$ cat src/rtl/frog_input_sequencer_pkg.sv
// Shared constants for the frog input sequencer: direction codes, default
// auto-repeat timing, FSM state encoding and a small sizing helper.
package frog_input_sequencer_pkg;

  localparam int unsigned C_REPEAT_DELAY_DEFAULT  = 12_500_000;
  localparam int unsigned C_REPEAT_PERIOD_DEFAULT = 5_000_000;

  localparam logic [1:0] C_DIR_UP = 2'd0;
  localparam logic [1:0] C_DIR_LT = 2'd1;
  localparam logic [1:0] C_DIR_RT = 2'd2;
  localparam logic [1:0] C_DIR_DN = 2'd3;

  typedef enum logic [2:0] {
    ST_IDLE,
    ST_HOLD,
    ST_REPEAT,
    ST_ALL_HELD,
    ST_WAIT_RELEASE
  } state_e;

  function automatic int unsigned max_u(input int unsigned a, input int unsigned b);
    return (a > b) ? a : b;
  endfunction

endpackage

$ cat src/rtl/frog_dir_priority.sv
// Combinational switch decoder: Up > Left > Right > Down priority direction,
// plus any-pressed and all-pressed flags.
module frog_dir_priority
  import frog_input_sequencer_pkg::*;
(
  input  logic [3:0] switches_i,
  output logic [1:0] dir_o,
  output logic       any_o,
  output logic       all_o
);

  // Priority encode the held switches; bit 0 is Up, bit 3 is Down.
  always_comb begin
    dir_o = C_DIR_DN;
    if (switches_i[0])      dir_o = C_DIR_UP;
    else if (switches_i[1]) dir_o = C_DIR_LT;
    else if (switches_i[2]) dir_o = C_DIR_RT;
    any_o = |switches_i;
    all_o = &switches_i;
  end

endmodule

$ cat src/rtl/frog_input_sequencer.sv
// Converts debounced switch levels into one-cycle move/start pulses with
// auto-repeat while a switch is held, and keeps the sprite facing direction.
module frog_input_sequencer
  import frog_input_sequencer_pkg::*;
#(
  parameter int unsigned C_REPEAT_DELAY  = C_REPEAT_DELAY_DEFAULT,
  parameter int unsigned C_REPEAT_PERIOD = C_REPEAT_PERIOD_DEFAULT
)(
  input  logic       i_Clk,
  input  logic       i_Reset,
  input  logic       i_Switch_1,
  input  logic       i_Switch_2,
  input  logic       i_Switch_3,
  input  logic       i_Switch_4,
  input  logic       i_Game_Active,
  output logic       o_Move_Valid,
  output logic [1:0] o_Move_Dir,
  output logic       o_Start,
  output logic [1:0] o_Frog_Direction
);

  localparam int unsigned CNT_W = $clog2(max_u(C_REPEAT_DELAY, C_REPEAT_PERIOD));
  localparam logic [CNT_W-1:0] DELAY_LAST  = CNT_W'(C_REPEAT_DELAY - 1);
  localparam logic [CNT_W-1:0] PERIOD_LAST = CNT_W'(C_REPEAT_PERIOD - 1);

  logic [1:0] w_Dir;
  logic       w_Any;
  logic       w_All;

  frog_dir_priority u_dir_priority (
    .switches_i ({i_Switch_4, i_Switch_3, i_Switch_2, i_Switch_1}),
    .dir_o      (w_Dir),
    .any_o      (w_Any),
    .all_o      (w_All)
  );

  state_e           state_q, state_d;
  logic [CNT_W-1:0] cnt_q, cnt_d;
  logic             move_valid_q, move_valid_d;
  logic             start_q, start_d;
  logic [1:0]       move_dir_q, move_dir_d;
  logic [1:0]       frog_dir_q, frog_dir_d;
  logic             block_q, block_d;
  logic             move_req;

  // A reset taken while a switch is held leaves IDLE in the same state, so
  // block_q suppresses IDLE press detection until every switch is released.
  always_ff @(posedge i_Clk) begin
    if (i_Reset) begin
      state_q      <= ST_IDLE;
      cnt_q        <= '0;
      move_valid_q <= 1'b0;
      start_q      <= 1'b0;
      move_dir_q   <= C_DIR_UP;
      frog_dir_q   <= C_DIR_UP;
      block_q      <= w_Any;
    end else begin
      state_q      <= state_d;
      cnt_q        <= cnt_d;
      move_valid_q <= move_valid_d;
      start_q      <= start_d;
      move_dir_q   <= move_dir_d;
      frog_dir_q   <= frog_dir_d;
      block_q      <= block_d;
    end
  end

  // Next-state, repeat counter and pulse generation.
  always_comb begin
    state_d    = state_q;
    cnt_d      = cnt_q;
    start_d    = 1'b0;
    move_dir_d = move_dir_q;
    frog_dir_d = frog_dir_q;
    block_d    = block_q;
    move_req   = 1'b0;

    unique case (state_q)
      ST_IDLE: begin
        cnt_d = '0;
        if (!w_Any) begin
          block_d = 1'b0;
        end else if (!block_q) begin
          if (w_All) begin
            state_d = ST_ALL_HELD;
            start_d = 1'b1;
          end else begin
            state_d    = ST_HOLD;
            move_dir_d = w_Dir;
            frog_dir_d = w_Dir;
            move_req   = 1'b1;
          end
        end
      end

      ST_HOLD, ST_REPEAT: begin
        if (w_All) begin
          state_d = ST_ALL_HELD;
          start_d = 1'b1;
          cnt_d   = '0;
        end else if (!w_Any) begin
          state_d = ST_IDLE;
          cnt_d   = '0;
        end else if (w_Dir != move_dir_q) begin
          state_d    = ST_HOLD;
          move_dir_d = w_Dir;
          frog_dir_d = w_Dir;
          move_req   = 1'b1;
          cnt_d      = '0;
        end else if (state_q == ST_HOLD && cnt_q == DELAY_LAST) begin
          state_d  = ST_REPEAT;
          move_req = 1'b1;
          cnt_d    = '0;
        end else if (state_q == ST_REPEAT && cnt_q == PERIOD_LAST) begin
          move_req = 1'b1;
          cnt_d    = '0;
        end else begin
          cnt_d = cnt_q + CNT_W'(1);
        end
      end

      ST_ALL_HELD: begin
        cnt_d = '0;
        if (!w_All) state_d = ST_WAIT_RELEASE;
      end

      ST_WAIT_RELEASE: begin
        cnt_d = '0;
        if (!w_Any) state_d = ST_IDLE;
      end

      default: begin
        state_d = ST_IDLE;
        cnt_d   = '0;
      end
    endcase

    move_valid_d = move_req & i_Game_Active;
  end

  assign o_Move_Valid     = move_valid_q;
  assign o_Move_Dir       = move_dir_q;
  assign o_Start          = start_q;
  assign o_Frog_Direction = frog_dir_q;

endmodule

$ cat config.mk
export PLATFORM = sky130hd
export DESIGN_NAME = frog_input_sequencer
export DESIGN_NICKNAME = d
export VERILOG_FILES = /design/src/rtl/frog_input_sequencer_pkg.sv /design/src/rtl/frog_dir_priority.sv /design/src/rtl/frog_input_sequencer.sv
export SDC_FILE = /design/constraint.sdc
export NUM_CORES = 1
export LEC_CHECK = 0
export BUFFER_PORTS_ARGS = -buffer_cell sky130_fd_sc_hd__buf_2
export CORE_ASPECT_RATIO = 0.7
export CORE_MARGIN = 5
export CORE_UTILIZATION = 44
export CTS_CLUSTER_SIZE = 16
export DETAILED_ROUTE_END_ITERATION = 10
export PLACE_DENSITY_LB_ADDON = 0.2
export SETUP_SLACK_MARGIN = 0.2
export SLEW_MARGIN = 20
export SYNTH_ARGS = -nofsm -noshare
export SYNTH_HDL_FRONTEND = slang
export SYNTH_SLANG_ARGS = --single-unit
$ cat constraint.sdc
create_clock -name i_Clk -period 3.5 [get_ports i_Clk]
set_input_delay 0.7 -clock i_Clk [delete_from_list [all_inputs] [get_ports i_Clk]]
set_output_delay 0.7 -clock i_Clk [all_outputs]
set_load 0.01 [all_outputs]
; Yosys cells after proc, flatten, opt, wreduce, memory -nomap -nowiden
; Cells that the tools add are included.
[word_totals]
reg_bits = 32
inputBits = 7
out_inout_bits = 6
elab_cells = 75
[classes]
n_addsub = 1
eq_ne = 17
mux = 36
n_bitwise = 3
reduce_logical = 12
[ops]
columns = operator, n
row1 = "adder 24 x 1 -> 24 bit, second input constant", 1
row2 = "equality test 24 x 23 -> 1 bit, second input constant", 1
row3 = "equality test 24 bit, second input constant", 1
row4 = 2-to-1 mux 3 bit, 8
row5 = 2-to-1 mux 2 bit, 9
row6 = "!= test 2 bit, second input constant", 9
row7 = 2-to-1 mux 1 bit, 15
row8 = one-hot mux 3 bit (4 select lines), 1
row9 = AND reduction 7 bit, 1
row10 = OR reduction 7 bit, 1
row11 = "equality test 3 x 2 -> 1 bit, second input constant", 2
row12 = "!= test 5 bit, second input constant", 1
row13 = AND reduction 5 bit, 1
row14 = one-hot mux 1 bit (2 select lines), 2
row15 = one-hot mux 2 bit (2 select lines), 1
row16 = AND reduction 4 bit, 1
row17 = nonzero test 2 bit, 2
row18 = OR reduction 4 bit, 1
row19 = "equality test 3 x 1 -> 1 bit, second input constant", 1
row20 = "equality test 3 bit, second input constant", 1
row21 = logical NOT 3 bit, 1
row22 = logical AND 1 bit, 2
row23 = != test 2 bit, 1
row24 = NOT 1 bit, 2
row25 = 3 further kinds, 3

; Logic depth before layout (Yosys ltp)
; Gate-level depths: netlist of the first run.
[depth]
depth_word = 9
depth_mapped = 8

; Modules after synthesis
; Synthesis of the first run repeated with hierarchy kept, for this count alone.
[hier_totals]
hier_cells = 192
area_unflattened_um2 = 1622.8
[modules_own_cells]
columns = mod, instances, cells_each, area_per_inst_um2, seq_area_each_um2
row1 = frog_input_sequencer, 1, 186, 1594.0, 650.6
row2 = frog_dir_priority, 1, 6, 28.8, 0.0

; Worst setup path after synthesis of the first run
; No wires, ideal clock.
[synth_path]
path_kind = input to register
from = input i_Switch_1
to = register cnt_q[23]
setup_ns = 0.062
arrival_time_ns = 2.405
required_ns = 3.438
path_slack_ns = 1.033
path_stages = 8
n_path_buf = 3
cell_sequence = buf_6 nand4_1 or3b_4 a211oi_2 or4b_1 buf_6 buf_12 nor2_4
[synth_between]
elab_chain_cells = 3
word_cells_on_any_way = 6
[synth_rtl]
columns = element, line_no
row1 = start: declaration, frog_input_sequencer.sv:11  ; input logic i_Switch_1,
row2 = 2-to-1 mux 2 bit / OR reduction 4 bit (equally long branches), "frog_dir_priority.sv:15, frog_dir_priority.sv:18"
row3 = != test 2 bit / NOT 1 bit (equally long branches), -
row4 = OR reduction 7 bit (no line) *, -
row5 = end signal: assignment, frog_input_sequencer.sv:59  ; cnt_q <= cnt_d;
row6 = end: declaration, frog_input_sequencer.sv:38  ; logic [CNT_W-1:0] cnt_q, cnt_d;
; Every way passes the cells marked *; elsewhere a longest branch is shown, timed or not.
; A chain may end at the register's enable or synchronous reset.

; Worst setup path in the final report of the first run
[layout_path]
from = input i_Switch_1
to = register cnt_q[21]
; Same word-level chain as after synthesis.

==> summary.md, run 1 <==
| Metric | Value |
|---|---|
| Setup Crit Path Kind | `in -> reg` |
| Post-synth EDFFs | `1` |
| Worst slew margin | `53.6%` |
| Crit Reg-Reg Startpoint | `o_Frog_Direction[0]` |
| Synth unique cells | `53` |
| Total routed wirelength | `3.65 mm` |
| First-pass GRT wire length | `6.47 mm` |
| Pint | `648 uW` |
| IO Port Bufs | `12` |
| FF-to-FF path depth | `6` |
| Antenna Cells | `0` |
| Nature of the critical path startpoint | `input port` |
| FF-to-FF End | `cnt_q[21]` |
| Clk slew on worst S/H paths | `0.06 ns` |
| DR pass1 iterations | `4` |
| Design area | `0.00205 sq mm` |
| Num rows | `20` |
| Clock buffer depth | `2` |
| Post-synth ARST share | `0%` |
| Largest net degree at the start of global routing | `25` |
| Via count | `1474` |
| Power Density | `462 mW/mm^2` |
| Total power | `946 uW` |
| CP Cell Sequence | `buf_2 -> nand4_1 -> or3b_4 -> a211oi_2 -> or4b_2 -> buf_4 -> nor2_1` |
| Layout Utilization | `47.8%` |
| Hold Path End | `cnt_q[0]` |
| Top FF cell, synth | `dfxtp_1` |
| Sw frac | `31.4%` |
| Final min period | `2.59 ns` |
| Status | `finished, final reports clean` |
| Sw Pwr | `297 uW` |
| Routability cong. | `0.846` |
| DRC | `0` |
| Starting Density | `44.7%` |
| Antenna violations before repair | `0` |
| Final HPWL DP | `2.64 mm` |
| Setup crit end kind | `register` |
| Seq/Total Area, Yosys | `34.0%` |
| Top delay family on crit path | `simple AND/OR/NAND/NOR gates` |
| Iter 0 DRT Violations | `135` |
| PnR worst setup slack | `0.914 ns` |
| GRT overflow | `0` |
| Hold crit path type | `reg -> reg` |
| Die X | `88.8 microns` |
| Part of the power in registers | `45.2%` |
| Max Transition Viols Final | `0` |
| Setup TNS | `0 ns` |
| Avg Cell Area, Syn | `9.15 sq um` |
| Max cap viols | `0` |
| Final Hold Vio Count | `0` |
| Hold Path Depth | `1` |
| Post-CTS resize count | `0` |
| Clock power frac | `31.9%` |
| Number of global-route vias before repair | `1360` |
| Cell Area, Synth | `0.00191 sq mm` |
| RSZ-0062 raised after global routing | `false` |
| P_leak | `0.626 nW` |
| Clock Skews | `0.00239 ns` |
| DIE AREA | `0.00579 sq mm` |
| Max incr delay on CP | `0.60 ns` |
| CP Data Arrival Time | `2.80 ns` |
| Vias per cell | `5.38` |
| Maximum vdd drop | `0.220 mV` |
| Core Area | `0.00428 sq mm` |
| Hold Crit Start | `cnt_q[0]` |
| Reg2Reg Setup Slack | `1.14 ns` |
| CP Max Fanout | `24` |
| Gr usage total | `14.4%` |
| Fin crit share | `73.9%` |
| F_max | `387 MHz` |
| Syn_nets | `217` |
| Buf+Inv Stages, Crit Path | `2` |
| Worst path slowest cell | `or4b_2` |
| Share of cells above drive strength 1 | `21.5%` |
| Mean routed wirelength per cell | `13.3 microns` |
| Power share of the combinational group | `22.9%` |
| Synth warn | `0` |
| Hold-fix buffers, CTS | `0` |
| Clk sinks | `32` |
| Yosys reg bits | `32` |
| Worst-Skew Late Latency | `0.28 ns` |
| CTS root buffer | `clkbuf_8` |
| Pre-CTS setup slack | `0.630 ns` |
| Layout area overhead | `6.93%` |
| Htree depth | `2` |
| Count of final setup violators | `0` |
| Worst-margin pin slew | `0.679 ns` |
| # IOs | `13` |
| Post-CTS Setup Repair Bufs | `0` |
| Dpl cell area | `0.00195 sq mm` |
| CTS tree | `yes` |
| Worst EP required | `3.72 ns` |
| CTS Buf Count | `5` |
| Post-Syn Instances | `209` |
| Nets | `227` |
| Final ANT Viol Nets | `0` |
| Die Y | `65.2 microns` |
## layout make-up
class | instances | area, sq um
repair buffers | 13 | 67.6
clock buffers | 7 | 96.3
multi-input cells | 158 | 1130
fillers | 414 | 2230
inverters | 9 | 33.8
well taps | 55 | 68.8
flip-flops and latches | 32 | 651
## synthesized netlist by cell type (4+ instances only)
library cell / n / area, sq um
dfxtp_1: 31 / 621
nor4_1: 7 / 43.8
nor2_1: 17 / 63.8
and3_1: 4 / 25.0
nor2_4: 18 / 203
nand2_1: 16 / 60.1
xnor2_1: 16 / 140
nand4_1: 5 / 31.3
inv_1: 9 / 33.8
nor2b_1: 5 / 31.3
nor3_1: 8 / 40.0
xor2_1: 6 / 52.6
nand3_1: 8 / 40.0
## cells by family (layout without fill, tap and decap cells)
kind of cell               Yosys count  in the layout  share of synthesized area (%)
adders and majority gates            2              2                           1.18
DFF                                 32             32                           34.0
AOI/OAI and AO/OA                   25             25                           10.0
xor gates and xnor gates            22             22                           10.1
muxes                                3              3                           1.64
and+or+nand+nor                    106            106                           36.1
buffers and inverters               19             29                           7.00
## routing by layer
layer / part of all wire, % / global-route usage (%)
met5: 0 / 0
met4: 1.7 / 5.66
met2: 39 / 19.0
met1: 55 / 21.9
met3: 4.5 / 3.76
## placed cells by master (no fill, tap or decap), types with 4 or more instances in the layout
cell type | synthesis | routed
dfxtp_1 | 31 | 31
nor2_4 | 18 | 18
nor2_1 | 17 | 17
nand2_1 | 16 | 16
xnor2_1 | 16 | 16
buf_2 | 0 | 12
inv_1 | 9 | 9
nand3_1 | 8 | 8
nor3_1 | 8 | 8
nor4_1 | 7 | 7
clkbuf_8 | 0 | 7
xor2_1 | 6 | 6
nor2b_1 | 5 | 5
nand4_1 | 5 | 5
and3_1 | 4 | 4
## worst max path at each step
stage	from	to	slack (ns)	depth (start not counted)
4_1_cts	i_Switch_1	cnt_q[21]	0.93	7
2_1_floorplan	i_Switch_1	cnt_q[23]	1.03	8
5_1_grt	i_Switch_2	cnt_q[21]	0.79	7
3_5_place_dp	i_Switch_1	cnt_q[21]	0.63	7
6_report	i_Switch_1	cnt_q[21]	0.91	7
3_3_place_gp	i_Switch_1	cnt_q[21]	0.68	7
## power groups by stage
stage               Sequential (mW)  Clock, mW  Combinational (mW)
CTS                           0.427      0.311               0.216
floorplan                     0.413          0               0.212
finish                        0.427      0.302               0.217
detailed placement            0.435          0               0.216
global placement              0.435          0               0.219
global route                  0.434      0.327               0.242
## stage by stage
| stage | hold WS (ns) | cells |
|---|---|---|
| 3_5_place_dp | 0.446 | 267 |
| 4_1_cts | 0.461 | 274 |
| 3_3_place_gp | 0.440 | 267 |
| 2_1_floorplan | 0.423 | 209 |
| 5_1_grt | 0.502 | 274 |
| 6_report | 0.455 | 274 |
## state kept, by name, summed over array words and instances (netlist names)
register and cells:
state_q 3, o_Frog_Direction 2, o_Start 1, o_Move_Valid 1, block_q 1, cnt_q 24
Note: power is estimated with default switching activity, not from simulation.
==> run 2, diff against run 1 <==
clock period = 2.7 ns   (was 3.5 ns; I/O delays follow)
==> run 2 against run 1 <==
Against the previous run:
- clock power up 49%
- via count up 0.47%
- die area unchanged
- power up 38%
- register-to-register slack worse by 0.71 ns
==> summary.md, run 2 (synthesized netlist as in run 1, its figures left out) <==
| Metric | Value |
|---|---|
| Nets | `230` |
| Final min period | `2.30 ns` |
| Clk slew on worst S/H paths | `0.07 ns` |
| Die X | `88.8 microns` |
| Register Area | `651 sq um` |
| # IOs | `13` |
| Most flops, register | `cnt_q` |
| Top sig layer | `met4` |
| Core Area | `0.00428 sq mm` |
| Final ANT Viol Nets | `0` |
| Gr usage total | `14.4%` |
| Vias per cell | `5.33` |
| Hold Path End | `cnt_q[0]` |
| Via count | `1481` |
| CP Cell Sequence | `buf_2 -> nand4_1 -> or3b_4 -> a211oi_2 -> or4b_2 -> buf_12 -> nor2_1` |
| Metal1 wirelength | `2.08 mm` |
| Clock buffer depth | `2` |
| Final HPWL DP | `2.76 mm` |
| Starting Density | `44.7%` |
| CTS root buffer | `clkbuf_8` |
| Worst-Skew Late Latency | `0.28 ns` |
| Commonest non-fill, non-tap cell in the layout | `dfxtp_1` |
| Hold Crit Start | `cnt_q[0]` |
| Num rows | `20` |
| Max incr delay on CP | `0.65 ns` |
| Crit Reg-Reg Startpoint | `o_Frog_Direction[1]` |
| Worst-margin pin slew | `0.670 ns` |
| Metal3 WL | `226 microns` |
| Worst EP required | `2.92 ns` |
| RSZ-0062 raised after global routing | `false` |
| Max cap viols | `0` |
| Max FFs per register | `24` |
| Setup TNS | `0 ns` |
| Final Hold Vio Count | `0` |
| Setup crit end kind | `register` |
| DR WL met2 | `1.45 mm` |
| Total routed wirelength | `3.77 mm` |
| Worst path slowest cell | `or4b_2` |
| Nature of the critical path startpoint | `input port` |
| IO Port Bufs | `12` |
| Largest net degree at the start of global routing | `25` |
| GRT overflow | `0` |
| CTS tree | `yes` |
| Maximum vdd drop | `0.252 mV` |
| CP Data Arrival Time | `2.52 ns` |
| Die Y | `65.2 microns` |
| Worst slew margin | `54.2%` |
| Pre-CTS setup slack | `0.119 ns` |
| Htree depth | `2` |
| Reg2Reg Setup Slack | `0.43 ns` |
| Most frequent cells in the layout | `dfxtp_1, nor2_4, nor2_1` |
| Layout area overhead | `9.55%` |
| P_leak | `0.651 nW` |
| Buf+Inv Stages, Crit Path | `2` |
| Power Density | `620 mW/mm^2` |
| Hold Path Depth | `1` |
| DIE AREA | `0.00579 sq mm` |
| Iter 0 DRT Violations | `135` |
| Post-CTS resize count | `0` |
| PnR worst setup slack | `0.400 ns` |
| Clock Skews | `0.00715 ns` |
| Placed cells | `270` |
| CTS Buf Count | `5` |
| Number of global-route vias before repair | `1312` |
| Antenna Cells | `0` |
| FF-to-FF End | `cnt_q[21]` |
| FF-to-FF path depth | `6` |
| Max Transition Viols Final | `0` |
| Status | `finished, final reports clean` |
| Area of the multi-input gates | `0.00113 sq mm` |
| First-pass GRT wire length | `6.50 mm` |
| Hold slack | `0.458 ns` |
| Hold crit path type | `reg -> reg` |
| Routability cong. | `0.907` |
| Post-CTS Setup Repair Bufs | `0` |
| Top delay family on crit path | `simple AND/OR/NAND/NOR gates` |
| Filler instances | `416` |
| Share of cells above drive strength 1 | `22.9%` |
| Total power | `1.30 mW` |
| DR pass1 iterations | `4` |
| Mean routed wirelength per cell | `13.6 microns` |
| Count of final setup violators | `0` |
| Antenna violations before repair | `0` |
| Setup Crit Path Kind | `in -> reg` |
| Clk sinks | `32` |
| Non-filler cells, final | `278` |
| Fin crit share | `85.2%` |
| Hold-fix buffers, CTS | `0` |
| F_max | `435 MHz` |
| CP Max Fanout | `24` |
| DRC | `0` |
==> run 2: cell type report <==
class	instances	area share [%]
flip-flops and latches	32	31.0
multi-input cells	158	53.9
clock buffers	5	3.28
clock inverters	3	2.03
repair buffers	16	4.90
inverters	9	1.61
well taps	55	3.28
==> run 2: power by group <==
part	switching, mW	internal [mW]
Combinational	0.173	0.124
Clock	0.177	0.273
Sequential	0.0506	0.503
Total	0.401	0.899
==> run 2: stage by stage <==
step	cell area (sq um)	utilization, %
after floorplan	1910	-
after global placement	1980	46.4
after detailed placement	1980	46.4
after CTS	2100	49.0
after global routing	2100	49.0
final	2100	49.0
==> run 2: per-layer routing <==
metal | vias up | GRT usage [%]
met5 | - | 0
li1 | 761 | -
met3 | 2 | 3.76
met2 | 25 | 17.2
met1 | 693 | 23.7
met4 | 0 | 4.53
==> run 2: worst max-delay path by stage <==
stage,from,to,depth (start not counted)
2_1_floorplan,i_Switch_1,cnt_q[23],8
5_1_grt,o_Frog_Direction[1],cnt_q[21],6
3_3_place_gp,i_Switch_2,cnt_q[3],7
6_report,i_Switch_2,cnt_q[21],7
4_1_cts,i_Switch_2,cnt_q[21],7
3_5_place_dp,i_Switch_2,cnt_q[21],7
==> run 2: worst reg2reg max path, delay by kind of cell (launching register included) <==
kind,cells,cell delay [ns]
compound gates,1,0.29
buf+inv,1,0.22
flops,1,0.46
mux,1,0.18
simple gates,3,1.06
